--- src/rtl/id_ex_stage.sv ---
// -----------------------------------------------------------------------------
// id_ex_stage
//
// ID/EX pipeline register of the 5-stage RV32I core. It sits directly behind
// the register file and takes that file's asynchronous read data (RD1/RD2).
//
// What it does:
//   - Write-back bypass: if the register file is written on the same edge that
//     the operands are captured, the value being written is captured instead of
//     the stale read data. Register x0 always reads as zero and a write to x0
//     is never bypassed.
//   - Load-use hazard: if the instruction in EX is a load and its destination
//     is read by the instruction in decode, a bubble goes into EX and stall_d
//     freezes PC and IF/ID for one cycle.
//   - A branch flush kills the instruction that would enter EX.
//   - hold_e freezes the whole register, including the bubble counter.
//   - bubble_cnt counts inserted load-use bubbles and saturates at all-ones.
//
// Ports:
//   CLK, Reset            clock, synchronous active-high reset
//   flush                 kill the instruction entering EX
//   hold_e                EX busy, freeze ID/EX
//   valid_d, pc_d, rs1_d, rs2_d, rd_d, use_rs1_d, use_rs2_d, imm_d, ctrl_d
//                         decoded instruction fields
//   RD1, RD2              register file read data for rs1_d / rs2_d
//   wb_we, wb_rd, wb_data write-back port (same signals as the register file)
//   stall_d               combinational stall to PC and IF/ID
//   valid_e, pc_e, imm_e, rs1_e, rs2_e, rd_e, src_a_e, src_b_e, ctrl_e
//                         registered EX-stage copies
//   bubble_cnt            saturating count of load-use bubbles
// -----------------------------------------------------------------------------
module id_ex_stage #(
    parameter int XLEN   = 32,
    parameter int CTRL_W = 8,
    parameter int CNT_W  = 16
) (
    input  logic              CLK,
    input  logic              Reset,

    input  logic              flush,
    input  logic              hold_e,

    input  logic              valid_d,
    input  logic [XLEN-1:0]   pc_d,
    input  logic [4:0]        rs1_d,
    input  logic [4:0]        rs2_d,
    input  logic [4:0]        rd_d,
    input  logic              use_rs1_d,
    input  logic              use_rs2_d,
    input  logic [XLEN-1:0]   imm_d,
    input  logic [CTRL_W-1:0] ctrl_d,

    input  logic [XLEN-1:0]   RD1,
    input  logic [XLEN-1:0]   RD2,

    input  logic              wb_we,
    input  logic [4:0]        wb_rd,
    input  logic [XLEN-1:0]   wb_data,

    output logic              stall_d,
    output logic              valid_e,
    output logic [XLEN-1:0]   pc_e,
    output logic [XLEN-1:0]   imm_e,
    output logic [4:0]        rs1_e,
    output logic [4:0]        rs2_e,
    output logic [4:0]        rd_e,
    output logic [XLEN-1:0]   src_a_e,
    output logic [XLEN-1:0]   src_b_e,
    output logic [CTRL_W-1:0] ctrl_e,
    output logic [CNT_W-1:0]  bubble_cnt
);

    localparam int CTRL_MEM_READ = 1;

    logic [XLEN-1:0] src_a_d;
    logic [XLEN-1:0] src_b_d;
    logic            rs1_hit;
    logic            rs2_hit;
    logic            haz;
    logic            cnt_sat;

    // Bypass only fires for a real write to a non-zero register; x0 is forced
    // to zero regardless of what the register file returns.
    always_comb begin
        src_a_d = RD1;
        src_b_d = RD2;

        if (rs1_d == 5'd0)
            src_a_d = '0;
        else if (wb_we && (wb_rd == rs1_d) && (wb_rd != 5'd0))
            src_a_d = wb_data;

        if (rs2_d == 5'd0)
            src_b_d = '0;
        else if (wb_we && (wb_rd == rs2_d) && (wb_rd != 5'd0))
            src_b_d = wb_data;
    end

    // A load in EX whose result is needed by the decode instruction.
    always_comb begin
        rs1_hit = use_rs1_d && (rs1_d == rd_e);
        rs2_hit = use_rs2_d && (rs2_d == rd_e);
        haz     = valid_d && valid_e && ctrl_e[CTRL_MEM_READ] &&
                  (rd_e != 5'd0) && (rs1_hit || rs2_hit);
    end

    // flush overrides both hold and hazard: the redirected fetch must not stall.
    assign stall_d = !flush && (hold_e || haz);

    assign cnt_sat = &bubble_cnt;

    always_ff @(posedge CLK) begin
        if (Reset) begin
            valid_e    <= 1'b0;
            pc_e       <= '0;
            imm_e      <= '0;
            rs1_e      <= 5'd0;
            rs2_e      <= 5'd0;
            rd_e       <= 5'd0;
            src_a_e    <= '0;
            src_b_e    <= '0;
            ctrl_e     <= '0;
            bubble_cnt <= '0;
        end else if (flush) begin
            valid_e    <= 1'b0;
            pc_e       <= '0;
            imm_e      <= '0;
            rs1_e      <= 5'd0;
            rs2_e      <= 5'd0;
            rd_e       <= 5'd0;
            src_a_e    <= '0;
            src_b_e    <= '0;
            ctrl_e     <= '0;
        end else if (hold_e) begin
            valid_e    <= valid_e;
        end else if (haz) begin
            // Bubble: clearing ctrl_e guarantees no reg_write or mem_read, and
            // clearing valid_e means the same hazard cannot repeat next cycle.
            valid_e    <= 1'b0;
            ctrl_e     <= '0;
            rd_e       <= 5'd0;
            if (!cnt_sat)
                bubble_cnt <= bubble_cnt + CNT_W'(1);
        end else begin
            valid_e    <= valid_d;
            pc_e       <= pc_d;
            imm_e      <= imm_d;
            rs1_e      <= rs1_d;
            rs2_e      <= rs2_d;
            rd_e       <= rd_d;
            src_a_e    <= src_a_d;
            src_b_e    <= src_b_d;
            ctrl_e     <= valid_d ? ctrl_d : '0;
        end
    end

endmodule

--- config.mk ---
export PLATFORM = sky130hd
export DESIGN_NAME = id_ex_stage
export DESIGN_NICKNAME = d
export VERILOG_FILES = /design/src/rtl/id_ex_stage.sv
export SDC_FILE = /design/constraint.sdc
export NUM_CORES = 1
export LEC_CHECK = 0
export ABC_AREA = 0
export BUFFER_PORTS_ARGS = -buffer_cell sky130_fd_sc_hd__clkbuf_2
export CORE_AREA = 2 2 143 145
export DETAILED_ROUTE_END_ITERATION = 10
export DIE_AREA = 0 0 145 147
export HOLD_SLACK_MARGIN = 0.08
export MAX_ROUTING_LAYER = met4
export PLACE_DENSITY = 0.66
export SKIP_LAST_GASP = 1
export SYNTH_ARGS = -nofsm -noshare
export SYNTH_HDL_FRONTEND = slang
export SYNTH_SLANG_ARGS = --single-unit
--- constraint.sdc ---
create_clock -name CLK -period 2.3 [get_ports CLK]
set_input_delay 0 -clock CLK [delete_from_list [all_inputs] [get_ports CLK]]
set_output_delay 0 -clock CLK [all_outputs]
set_load 0.02 [all_outputs]
Word-level counts from Yosys, hierarchy flattened
Index checks and enable logic that the tools add are counted.
- $add $sub $neg: 1
- equal/unequal tests: 4
- muxes and demuxes: 8
- bitwise operators: 4
- reductions and logical operators: 22
- operators by type and width (operator ; count):
    $mux 32 ; 4
    $eq 5x5->1 ; 4
    $add 16x1->16 const B ; 1
    $mux 8 ; 2
    $reduce_and 16->1 ; 1
    $logic_and 1x1->1 ; 11
    $logic_not 5->1 ; 2
    $reduce_bool 5->1 ; 2
    $mux 5 ; 1
    $not 1->1 ; 4
    $reduce_and 4->1 ; 1
    $logic_or 1x1->1 ; 2
    $reduce_and 2->1 ; 1
    $reduce_or 2->1 ; 1
    $logic_not 1->1 ; 1
    $mux 1 ; 1
- bits in registers: 168
- input bits: 196
- output and inout port bits: 169
- word-level logic and storage cells: 49

Depth between registers and ports, before layout
Gate-level depths: netlist of the first run.
- word-level depth: 6
- depth in mapped cells: 8
- gate-level depth less buffers: 7

Worst setup path after synthesis of the first run
OpenSTA, ideal clock, no wires.
- kind: reg-to-reg
- from: register rd_e[0]
- to: register bubble_cnt[5]
- library setup time: 123 ps
- arrival: 1861 ps
- required time: 2177 ps
- setup slack: 315 ps
- stages on the path, launching flop included: 8
- path buffers: 1
- clock period less this slack: 1985 ps
- path through: dfxtp_1 xnor2_1 nand4_1 o22ai_2 nand2_2 buf_2 nor4_2 mux2_1
- longest elaborated chain between the ends: 5
- elaborated cells on any way between the ends: 9
- those cells by class: eq/ne (2); reduce/logical (7)
- ends and longest elaborated chain (element ; RTL line ; RTL):
    start: declaration ; 66 ; output logic [4:0] rd_e,
    start signal: assignment ; 150 ; rd_e <= rd_d;
    $eq 5x5->1 (on tied branches) ; 101, 102 ;
    $logic_and 1x1->1 (on tied branches) ; 101, 102 ;
    $logic_or 1x1->1 ; 104 ; (rd_e != 5'd0) && (rs1_hit || rs2_hit);
    $logic_and 1x1->1 (*) ; 104 ;
    $reduce_and 4->1 (no source line) (*) ; n/a ;
    end signal: assignment ; 143 ; bubble_cnt <= bubble_cnt + CNT_W'(1);
    end: declaration ; 70 ; output logic [CNT_W-1:0] bubble_cnt
Every way passes the cells marked *; elsewhere a longest branch is shown, timed or not.
A chain may end at the register's enable or synchronous reset.

Worst setup path after layout of the first run
- from: input port wb_rd[2]
- to: register src_a_e[12]
- longest elaborated chain between the ends: 5
- elaborated cells on any way between the ends: 6
- those cells by class: eq/ne (1); mux (2); reduce/logical (3)
- ends and longest elaborated chain (element ; RTL line ; RTL):
    start: declaration ; 57 ; input logic [4:0] wb_rd,
    $eq 5x5->1 ; 90 ; else if (wb_we && (wb_rd == rs1_d) && (wb_rd != 5'd0))
    $logic_and 1x1->1 ; 90 ;
    $logic_and 1x1->1 (*) ; 90 ;
    $mux 32 (*) ; 90 ;
    $mux 32 (*) ; 88 ; if (rs1_d == 5'd0)
    end signal: assignment ; 151 ; src_a_e <= src_a_d;
    end: declaration ; 67 ; output logic [XLEN-1:0] src_a_e,
Marked as above.

==> run metrics, run 1 <==
Data required, critical path 2610 ps; Switching Power 1.86 mW; number of buffers inserted by port buffering 364; library cell contributing the largest single delay on the critical path sky130_fd_sc_hd__dlygate4sd3_1; max-cap check violation count 0; largest net degree at the start of global routing 70; DRC violations left 0; worst-case vdd ir drop 0.000487 V; asr flop ratio synth 0%; Cells after Synth 805; Inserted Clock Buffers 17; peak clock frequency supported by timing 477 MHz; buffer type at the clock tree root sky130_fd_sc_hd__clkbuf_16; reg2reg setup slack between 200 and 250 ps; floorplan die height around 150 um; detail-routed net length per standard cell ~17 um; dpl hpwl approximately 17,000 um; yosys warns 0; internal power 4.96 mW; Setup TNS Final 0 ps; critical path capture point type flip-flop; Final ANT Viol Nets 0; via count approximately 8,200; reported leakage power 5.02 nW; die boundary width 145 um; final weighted congestion in routability-driven placement 0.836; Slew Limit Headroom 54.0%; per-instance average area after synthesis 8.80 um2; run status completed; number of synthesized flops with an enable pin 0; total power 6.83 mW; number of global-route vias before repair between 8,000 and 9,000; final setup violation count 0; share of cells above drive strength 1 31.3%; number of buffers between clock root and the deepest sink 2; switching share of power a little over a quarter; arrival time worst endpoint 2410 ps; worst hold endpoint bubble_cnt[2]; most used flip-flop cell after synthesis sky130_fd_sc_hd__dfxtp_1; hold path cells 2; cell types with the largest area share after synthesis sky130_fd_sc_hd__dfxtp_1 47%, sky130_fd_sc_hd__mux2i_1 9.0%, sky130_fd_sc_hd__nand2_1 8.3%, sky130_fd_sc_hd__o31ai_1 7.2%, sky130_fd_sc_hd__a21oi_1 6.0%; Final min period 2100 ps; number of nets in the finished design 1,553; core region area 19,800 um2; clock latency of the later-clocked register in the worst-skew pair 410 ps; Comb power frac 16.7%; Worst setup SP type input port; path type of the worst min-delay path input port to flip-flop; type of the worst setup path input port to flip-flop; buffers and inverters on the worst path 3; power density of the placed cells 576 nW/um2; chain of cells forming the critical path clkbuf_2, or4_1, nor2_1, nor4_4, buf_4, mux2i_1, dlygate4sd3_1, o31ai_1; delay-heaviest family, CP buffers and inverters; setup repair after global routing missed its margin false; number of vias per cell after detailed routing ~5; area of the mapped netlist 7080 um2; Worst Reg-to-Reg Cells 6; remaining global-route overflow 0; library cell occupying the most area in the post-synthesis netlist sky130_fd_sc_hd__dfxtp_1; number of cells on the critical path 8; number of placement rows 52; most common cell after layout, fill and taps aside sky130_fd_sc_hd__clkbuf_2; Starting DRT DRC Count about 340; number of synthesized register bits 168; share of Yosys cell area claimed by the top area cell type 47.5%; hold path startpoint Reset; sequential share of power roughly 45%; worst slack on hold paths 104 ps; Hold Vio Cnt, Final 0; number of gates resized after cts 0; count of pins over their slew limit 0; number of primary I/O pins 365; leading cell types in the layout, fill and taps excluded 364 x sky130_fd_sc_hd__clkbuf_2, 217 x sky130_fd_sc_hd__dlygate4sd3_1, 168 x sky130_fd_sc_hd__dfxtp_1; Total Routed Length roughly 27,000 um; Crit. Startpoint wb_rd[2]; effective utilization at floorplan 35.7%; Layout Skew 8.74 ps; fillers 1,641; number of library cell types mapped by synthesis 39; highest cell delay on the worst timing path 620 ps; number of antenna violations at the first check in global routing 1; share of the yosys chip area belonging to registers 47.5%; Total Die Area 21,300 um2; TritonCTS clock tree yes; overall fraction of global-route tracks in use between 20% and 30%; global-route wire length before repair 42,200 um; sink count of the clock tree 168; maximum level of the CTS H-tree 4; drt pass-1 iters 5; relative area change from synthesis to final layout 67.4%; maximum net fanout on the critical path 32; proportion of power drawn by the clock network roughly two fifths; Clock Pin Slew Worst Setup and Hold Paths 70 ps; worst flop-to-flop path endpoint bubble_cnt[11]; ratio of final minimum period to clock period around nine tenths; Slew @ Worst Pin between 600 and 700 ps; worst reg2reg startpoint rd_e[1]; number of nets produced by synthesis 1,002
per-stage QoR:
stage	util, %	instances	cell area [um2]	worst slack, ps
6_report	59.7	1640	11900	202
5_1_grt	59.7	1640	11900	53.5
4_1_cts	59.7	1639	11900	169
3_5_place_dp	46.1	1390	9150	204
3_3_place_gp	46.1	1390	9150	282
2_1_floorplan	-	805	7080	315
cells in the mapped netlist (7+ instances only):
master / instances
sky130_fd_sc_hd__nor2b_1: 7
sky130_fd_sc_hd__dfxtp_1: 168
sky130_fd_sc_hd__nand4_1: 9
sky130_fd_sc_hd__or4_1: 7
sky130_fd_sc_hd__a32oi_1: 8
sky130_fd_sc_hd__nor2_1: 28
sky130_fd_sc_hd__nand3_1: 70
sky130_fd_sc_hd__mux2i_1: 64
sky130_fd_sc_hd__clkbuf_1: 40
sky130_fd_sc_hd__o31ai_1: 68
sky130_fd_sc_hd__a21oi_1: 85
sky130_fd_sc_hd__xnor2_1: 16
sky130_fd_sc_hd__buf_2: 20
sky130_fd_sc_hd__nand2_1: 157
logic make-up after synthesis:
logic type,synth area share (%)
buffers and inverters,4.75
DFF,47.5
muxes,10.0
and+or+nand+nor,19.3
AOI/OAI and AO/OA,15.8
adders and majority gates,0.177
xor gates and xnor gates,2.47
registers in the layout, summed over array words and instances (netlist names):
signal / cells
src_a_e: 32
rs1_e: 5
src_b_e: 32
imm_e: 32
rd_e: 5
rs2_e: 5
pc_e: 32
ctrl_e: 8
valid_e: 1
bubble_cnt: 16
what timing repair did:
action / in CTS / in global routing
hold endpoints to repair: 153 / 0
hold buffers: 217 / 0
buffers inserted: 0 / 0
routing by layer:
layer / up-vias / part of all wire [%] / track usage [%]
met5: - / 0 / -
met4: 0 / 4.0 / 12.7
met3: 80 / 6.4 / 5.75
met2: 374 / 49 / 42.6
met1: 3761 / 40 / 28.3
li1: 3951 / - / -
final cells by class:
cell class | instances | area (um2) | area share, %
timing repair buffer | 599 | 4190 | 35.4
multi-input combinational | 567 | 3410 | 28.8
sequential | 168 | 3360 | 28.4
clock buffer | 20 | 437 | 3.68
tap | 270 | 338 | 2.85
clock inverter | 12 | 96.3 | 0.813
inverter | 3 | 11.3 | 0.0950
antenna | 1 | 2.50 | 0.0211
how the worst max path moves through the flow:
stage and end:
5_1_grt src_a_e[27], 3_5_place_dp bubble_cnt[11], 2_1_floorplan bubble_cnt[5], 6_report src_a_e[12], 4_1_cts stall_d, 3_3_place_gp bubble_cnt[11]
power by group through the flow:
stage                     registers, mW  clock network, mW  logic (mW)
after floorplan                    3.21                  0       0.324
after global placement             3.10                  0       0.814
after detailed placement           3.11                  0       0.819
after CTS                          3.04               2.72        1.12
after global routing               3.05               2.84        1.23
final                              3.04               2.64        1.14
Power figures use the tool's default switching activity.
==> inputs of run 2 (changes only) <==
- CORE_AREA: 2 2 143 145 -> 2 2 142 144
- CTS_BUF_LIST: default -> sky130_fd_sc_hd__clkbuf_2
- DIE_AREA: 0 0 145 147 -> 0 0 144 146
- PLACE_DENSITY: 0.66 -> default
- PLACE_DENSITY_LB_ADDON: default -> 0.3
==> run 2 against run 1 <==
Against the previous run:
- the flow now stops in 4_1_cts
- synthesized area unchanged
- synthesized cell count stayed put
==> run metrics, run 2 <==
run status stopped before the end; stage where the run ended 4_1_cts; stop err [ERROR RSZ-0060] Max buffer count reached.; cell types with the largest area share after synthesis sky130_fd_sc_hd__dfxtp_1 47%, sky130_fd_sc_hd__mux2i_1 9.0%, sky130_fd_sc_hd__nand2_1 8.3%, sky130_fd_sc_hd__o31ai_1 7.2%, sky130_fd_sc_hd__a21oi_1 6.0%; most instantiated cells after synthesis 168 x sky130_fd_sc_hd__dfxtp_1, 157 x sky130_fd_sc_hd__nand2_1, 85 x sky130_fd_sc_hd__a21oi_1, 70 x sky130_fd_sc_hd__nand3_1, 68 x sky130_fd_sc_hd__o31ai_1; die boundary width 144 um; number of synthesized register bits 168; most used flip-flop cell after synthesis sky130_fd_sc_hd__dfxtp_1; number of synthesized flops with an enable pin 0; Cells after Synth 805; share of Yosys cell area claimed by the top area cell type 47.5%; number of library cell types mapped by synthesis 39; effective utilization at floorplan 36.6%; Inserted Clock Buffers 17; post-CTS setup repair buffer count 1; share of the yosys chip area belonging to registers a little under half; number of nets produced by synthesis 1,002; number of buffers between clock root and the deepest sink 2; per-instance average area after synthesis 8.80 um2; dpl hpwl 17,300 um; buffer type at the clock tree root sky130_fd_sc_hd__clkbuf_2; asr flop ratio synth 0%; maximum level of the CTS H-tree 4; final weighted congestion in routability-driven placement roughly 0.85; yosys warns 0; area of the mapped netlist 7080 um2; number of buffers inserted by port buffering 364; sink count of the clock tree 168; floorplan die height between 100 and 150 um; library cell occupying the most area in the post-synthesis netlist sky130_fd_sc_hd__dfxtp_1; Setup Slack @ Placement ~230 ps; most common cell in the synthesized netlist sky130_fd_sc_hd__dfxtp_1; number of placement rows 51; number of gates resized after cts 5; Hold-fix buffers, CTS 285; number of primary I/O pins 365; Cells after DPL 1,388
[run 2: cell counts after synthesis]
No cell type changed its count.
[run 2: cells by family after synthesis]
logic type	count (synthesis)	synth area share, %
buf+inv	70	4.75
simple gates	298	19.3
fa+ha+maj	1	0.177
xor+xnor	20	2.47
flops	168	47.5
mux	70	10.0
compound gates	178	15.8
[run 2: per-stage QoR]
stage	hold WS (ps)	utilization (%)	cell area (um2)
2_1_floorplan	79.8	-	7080
3_3_place_gp	222	47.5	9190
3_5_place_dp	228	47.5	9190
==> inputs of run 3 (changes only) <==
- CORE_AREA: 2 2 142 144 -> 2 2 141 143
- CTS_BUF_LIST: sky130_fd_sc_hd__clkbuf_2 -> default
- DIE_AREA: 0 0 144 146 -> 0 0 143 145
- HOLD_SLACK_MARGIN: 0.08 -> default
- MAX_ROUTING_LAYER: met4 -> default
- PLACE_DENSITY_LB_ADDON: 0.3 -> 0.15
==> run 3 against run 2 <==
Against the previous run:
- the flow now finishes, with violations (setup timing)
==> run metrics, run 3 (synthesis gave the netlist of run 1 again) <==
run status complete, but fails checks; failing checks setup timing; Hold Vio Cnt, Final 0; Cells after DPL approximately 1,400; number of global-route vias before repair 8,183; worst hold endpoint src_a_e[10]; number of placement rows 51; Layout Skew 8.50 ps; floorplan die height approximately 150 um; most common cell after layout, fill and taps aside sky130_fd_sc_hd__clkbuf_2; Comb power frac 16.4%; number of antenna violations at the first check in global routing 2; Final min period approximately 2300 ps; sink count of the clock tree 168; number of vias per cell after detailed routing 4.92; effective utilization at floorplan 36.9%; largest net degree at the start of global routing 83; core region area 19,200 um2; share of the core filled with cells 62.9%; share of cells above drive strength 1 32.8%; met3 track demand over resource under 10%; max-cap check violation count 0; Total Routed Length 27,600 um; relative area change from synthesis to final layout 70.8%; worst flop-to-flop path endpoint bubble_cnt[11]; switching share of power between 20 and 30%; die boundary width 143 um; Total Die Area roughly 21,000 um2; dpl hpwl ~17,000 um; DRC violations left 0; proportion of power drawn by the clock network between 40% and 50%; Worst Reg-to-Reg Cells 6; detail-routed net length per standard cell 16.8 um; count of pins over their slew limit 0; arrival time worst endpoint 2610 ps; drt pass-1 iters 6; ratio of final minimum period to clock period 100%; Final ANT Viol Nets 0; type of the worst setup path input port to flip-flop; Data required, critical path 2600 ps; Slew @ Worst Pin 448 ps; path type of the worst min-delay path input port to flip-flop; post-route non-filler standard cell count 1,645; Slew Limit Headroom between 70% and 80%; remaining global-route overflow 0; maximum level of the CTS H-tree 4; peak clock frequency supported by timing 433 MHz; reg2reg setup slack 210 ps; hold path startpoint wb_data[10]; worst-case vdd ir drop slightly above 0.0005 V; setup repair after global routing missed its margin true; reported leakage power 5.18 nW; Clock Pin Slew Worst Setup and Hold Paths around 70 ps; met1 track utilization from global routing 28.7%; Switching Power approximately 2 mW; grt peak-use layer met2; Inserted Clock Buffers 17; Worst setup SP type input port; TritonCTS clock tree yes; DP Area slightly above 9000 um2; via count 8,090; number of nets in the finished design 1,562; clock latency of the later-clocked register in the worst-skew pair 430 ps; power density of the placed cells between 500 and 600 nW/um2; leading cell types in the layout, fill and taps excluded 361 x sky130_fd_sc_hd__clkbuf_2, 213 x sky130_fd_sc_hd__dlygate4sd3_1, 167 x sky130_fd_sc_hd__dfxtp_1; Starting DRT DRC Count between 400 and 500; critical path capture point type flip-flop; GR met2 Demand/Resource 44.7%; number of buffers inserted by port buffering ~360; final setup violation count 1; buffer type at the clock tree root sky130_fd_sc_hd__clkbuf_16; number of buffers between clock root and the deepest sink 2; maximum net fanout on the critical path 8; number of primary I/O pins 365; total power 7.09 mW; global-route wire length before repair between 40,000 and 50,000 um; post-route cell area 12,100 um2; worst setup slack after layout -11.0 ps; sequential share of power a little over two fifths; worst reg2reg startpoint rd_e[3]; overall fraction of global-route tracks in use 25.0%; Setup TNS Final -11.0 ps; internal power 5.12 mW; hold path cells 3; final weighted congestion in routability-driven placement 0.813
==> run 3: worst max-delay path by stage <==
stage	from	endpoint	depth (start not counted)
after global placement	rd_e[1]	bubble_cnt[11]	6
after global routing	rs1_d[2]	src_a_e[3]	10
after floorplan	rd_e[0]	bubble_cnt[5]	7
after CTS	rs2_d[4]	src_b_e[27]	9
after detailed placement	rd_e[0]	bubble_cnt[11]	6
final	rs1_d[4]	src_a_e[3]	10
==> run 3: layout make-up <==
| class | count | area [um2] |
|---|---|---|
| antenna | 2 | 5.00 |
| clock buffer | 17 | 425 |
| clock inverter | 15 | 155 |
| fill | 1581 | 7120 |
| inverter | 3 | 11.3 |
| multi-input combinational | 567 | 3460 |
| sequential | 168 | 3360 |
| tap | 265 | 332 |
| timing repair buffer | 608 | 4340 |
==> run 3: per-stage QoR <==
stage | hold WS (ps) | setup slack (ps)
6_report | 23.9 | -11.0
5_1_grt | 34.6 | -131
4_1_cts | 8.88 | 105
3_5_place_dp | 228 | 212
3_3_place_gp | 223 | 265
2_1_floorplan | 79.8 | 315
==> run 3: power groups by stage <==
stage	combinational, mW	clock [mW]	sequential [mW]
after floorplan	0.324	0	3.21
after global placement	0.820	0	3.10
after detailed placement	0.821	0	3.11
after CTS	1.12	2.95	3.04
after global routing	1.24	3.09	3.05
final	1.16	2.89	3.04
==> run 3: repair_timing <==
action / CTS / global route
endpoints found under the hold margin: 160 / 1
resized for setup: 0 / 19
setup endpoints to repair: 0 / 10
hold buffers: 216 / 1
buffers inserted: 0 / 2
==> run 3: per-layer routing <==
layer	vias up	share of wire [%]	routed length, um
met5	-	0	0
met4	0	2.0	552
met3	45	7.5	2080
met2	326	50	13700
met1	3740	41	11300
li1	3979	-	-
==> run 3: worst max-delay path: stages <==
cell                            delay (ps)
sky130_fd_sc_hd__dlygate4sd3_1         540
sky130_fd_sc_hd__clkbuf_2              190
sky130_fd_sc_hd__xnor2_2               170
sky130_fd_sc_hd__nand4_1               140
sky130_fd_sc_hd__nor4_4                250
sky130_fd_sc_hd__buf_6                 160
sky130_fd_sc_hd__buf_6                 180
sky130_fd_sc_hd__mux2i_1                90
sky130_fd_sc_hd__dlygate4sd3_1         580
sky130_fd_sc_hd__o31ai_1               300
==> inputs of run 4 (changes only) <==
- CORE_AREA: 2 2 141 143 -> 2 2 143 145
- DIE_AREA: 0 0 143 145 -> 0 0 145 147
- PLACE_DENSITY: default -> 0.66
- PLACE_DENSITY_LB_ADDON: 0.15 -> default
==> run 4 against run 3 <==
Against the previous run:
- the run now ends clean
- register-to-register slack about the same
- critical path depth down 2
- maximum frequency up 11%
- wire length down 3.6%
- largest cell class unchanged
- combinational power about the same
- sequential cell count unchanged
- setup slack better by 220 ps
- clock skew up 2.7 ps
- worst hold slack worse by 11 ps
- global-route usage down 0.74 points
- first-iteration DRC count down 27%
==> run metrics, run 4 (synthesis gave the netlist of run 1 again) <==
relative area change from synthesis to final layout 66.4%; remaining global-route overflow 0; Data required, critical path 2300 ps; Switching Power between 1.5 and 2 mW; maximum net fanout on the critical path 20; power density of the placed cells 578 nW/um2; die boundary width 145 um; Setup TNS Final 0 ps; total power ~6.8 mW; fillers 1,645; most common cell after layout, fill and taps aside sky130_fd_sc_hd__clkbuf_2; share of cells above drive strength 1 31.5%; DRC violations left 0; Final ANT Viol Nets 0; Worst setup SP type flip-flop; worst-case vdd ir drop 0.000485 V; Starting DRT DRC Count 310; chain of cells forming the critical path xnor2_1, nand4_1, o22ai_2, buf_4, a21oi_4, buf_4, nor2_1, clkbuf_2; worst hold endpoint src_a_e[29]; global-route wire length before repair 41,800 um; reported leakage power 4.99 nW; drt pass-1 iters 5; crit-path most repeated cell sky130_fd_sc_hd__buf_4; final setup violation count 0; Worst Reg-to-Reg Cells 6; run status completed; core region area 19,800 um2; largest net degree at the start of global routing 70; via count 8,133; Clock Pin Slew Worst Setup and Hold Paths about 70 ps; TritonCTS clock tree yes; share of the core filled with cells between 50% and 60%; number of antenna violations at the first check in global routing 1; effective utilization at floorplan between 30 and 40%; sink count of the clock tree 168; detail-routed net length per standard cell 16.3 um; critical path capture point type output pin; internal power roughly 5.0 mW; highest cell delay on the worst timing path 450 ps; number of global-route vias before repair 8,282; leading cell types in the layout, fill and taps excluded 364 x sky130_fd_sc_hd__clkbuf_2, 210 x sky130_fd_sc_hd__dlygate4sd3_1, 168 x sky130_fd_sc_hd__dfxtp_1; hold path cells 3; library cell contributing the largest single delay on the critical path sky130_fd_sc_hd__dfxtp_1; arrival time worst endpoint approximately 2100 ps; buffers and inverters on the worst path 3; setup repair after global routing missed its margin false; delay-heaviest family, CP buffers and inverters; number of buffers between clock root and the deepest sink 2; peak clock frequency supported by timing about 480 MHz; number of gates resized after cts 0; path type of the worst min-delay path input port to flip-flop; Hold Vio Cnt, Final 0; reg2reg setup slack about 220 ps; count of pins over their slew limit 0; overall fraction of global-route tracks in use 24.2%; type of the worst setup path flip-flop to output pin; switching share of power roughly 27%; buffer type at the clock tree root sky130_fd_sc_hd__clkbuf_16; final weighted congestion in routability-driven placement 0.823; Comb power frac 16.6%; number of buffers inserted by port buffering 364; worst flop-to-flop path endpoint bubble_cnt[11]; Final min period 2090 ps; number of vias per cell after detailed routing around 5.0; number of placement rows 52; clock latency of the later-clocked register in the worst-skew pair about 420 ps; Slew @ Worst Pin 673 ps; proportion of power drawn by the clock network approximately two fifths; sequential share of power 44.7%; floorplan die height 147 um; number of primary I/O pins 365; Inserted Clock Buffers 17; Slew Limit Headroom 55.1%; Total Die Area about 21,000 um2; hold path startpoint wb_data[29]; ratio of final minimum period to clock period 90.9%; dpl hpwl 16,500 um; maximum level of the CTS H-tree 4; Layout Skew 11.2 ps; Total Routed Length 26,600 um; worst setup slack after layout 210 ps; number of nets in the finished design 1,546; worst reg2reg startpoint rd_e[1]; post-CTS setup repair buffer count 0; max-cap check violation count 0; Setup Slack @ Placement 204 ps
[run 4: how the worst max path moves through the flow]
stage / startpoint / endpoint / slack (ps) / cells after the start
floorplan: rd_e[0] / bubble_cnt[5] / 320 / 7
global placement: rd_e[3] / bubble_cnt[11] / 280 / 6
detailed placement: rd_e[1] / bubble_cnt[11] / 200 / 6
CTS: rd_e[1] / stall_d / 170 / 8
global route: rd_e[1] / src_a_e[27] / 50 / 8
finish: rd_e[1] / stall_d / 210 / 8
[run 4: per-stage QoR]
| stage | hold slack (ps) | std cells | area, um2 |
|---|---|---|---|
| floorplan | 79.8 | 805 | 7080 |
| global placement | 223 | 1390 | 9150 |
| detailed placement | 228 | 1390 | 9150 |
| CTS | 1.66 | 1632 | 11800 |
| global route | 11.6 | 1633 | 11800 |
| finish | 13.1 | 1633 | 11800 |
[run 4: cell type report]
cell class / count / area (um2) / share of cell area [%]
timing repair buffer: 592 / 4120 / 35.0
multi-input combinational: 567 / 3410 / 29.0
sequential: 168 / 3360 / 28.5
clock buffer: 20 / 437 / 3.71
tap: 270 / 338 / 2.87
clock inverter: 12 / 96.3 / 0.818
inverter: 3 / 11.3 / 0.0956
antenna: 1 / 2.50 / 0.0212
[run 4: worst reg2reg max path, stage by stage (launching register included)]
cell,delay [ps]
sky130_fd_sc_hd__dfxtp_1,450
sky130_fd_sc_hd__xnor2_1,160
sky130_fd_sc_hd__nand4_1,120
sky130_fd_sc_hd__o22ai_2,210
sky130_fd_sc_hd__nand2_2,260
sky130_fd_sc_hd__or3_1,460
sky130_fd_sc_hd__mux2_1,310
[run 4: power groups by stage]
| stage | clock network (mW) | logic [mW] | registers (mW) |
|---|---|---|---|
| floorplan | 0 | 0.324 | 3.21 |
| global placement | 0 | 0.814 | 3.10 |
| detailed placement | 0 | 0.819 | 3.11 |
| CTS | 2.72 | 1.11 | 3.04 |
| global route | 2.83 | 1.21 | 3.05 |
| finish | 2.63 | 1.13 | 3.04 |
[run 4: what timing repair did]
| action | 4_1_cts | 5_1_grt |
|---|---|---|
| hold buffers | 210 | 0 |
| endpoints found under the hold margin | 151 | 0 |
| setup endpoints to repair | 0 | 0 |
[run 4: metal layers]
| layer | routed length [um] | part of all wire, % | global-route usage, % |
|---|---|---|---|
| met5 | 0 | 0 | 0 |
| met2 | 12900 | 49 | 41.7 |
| met3 | 2020 | 7.6 | 7.08 |
| met4 | 1150 | 4.3 | 13.7 |
| met1 | 10500 | 40 | 26.9 |
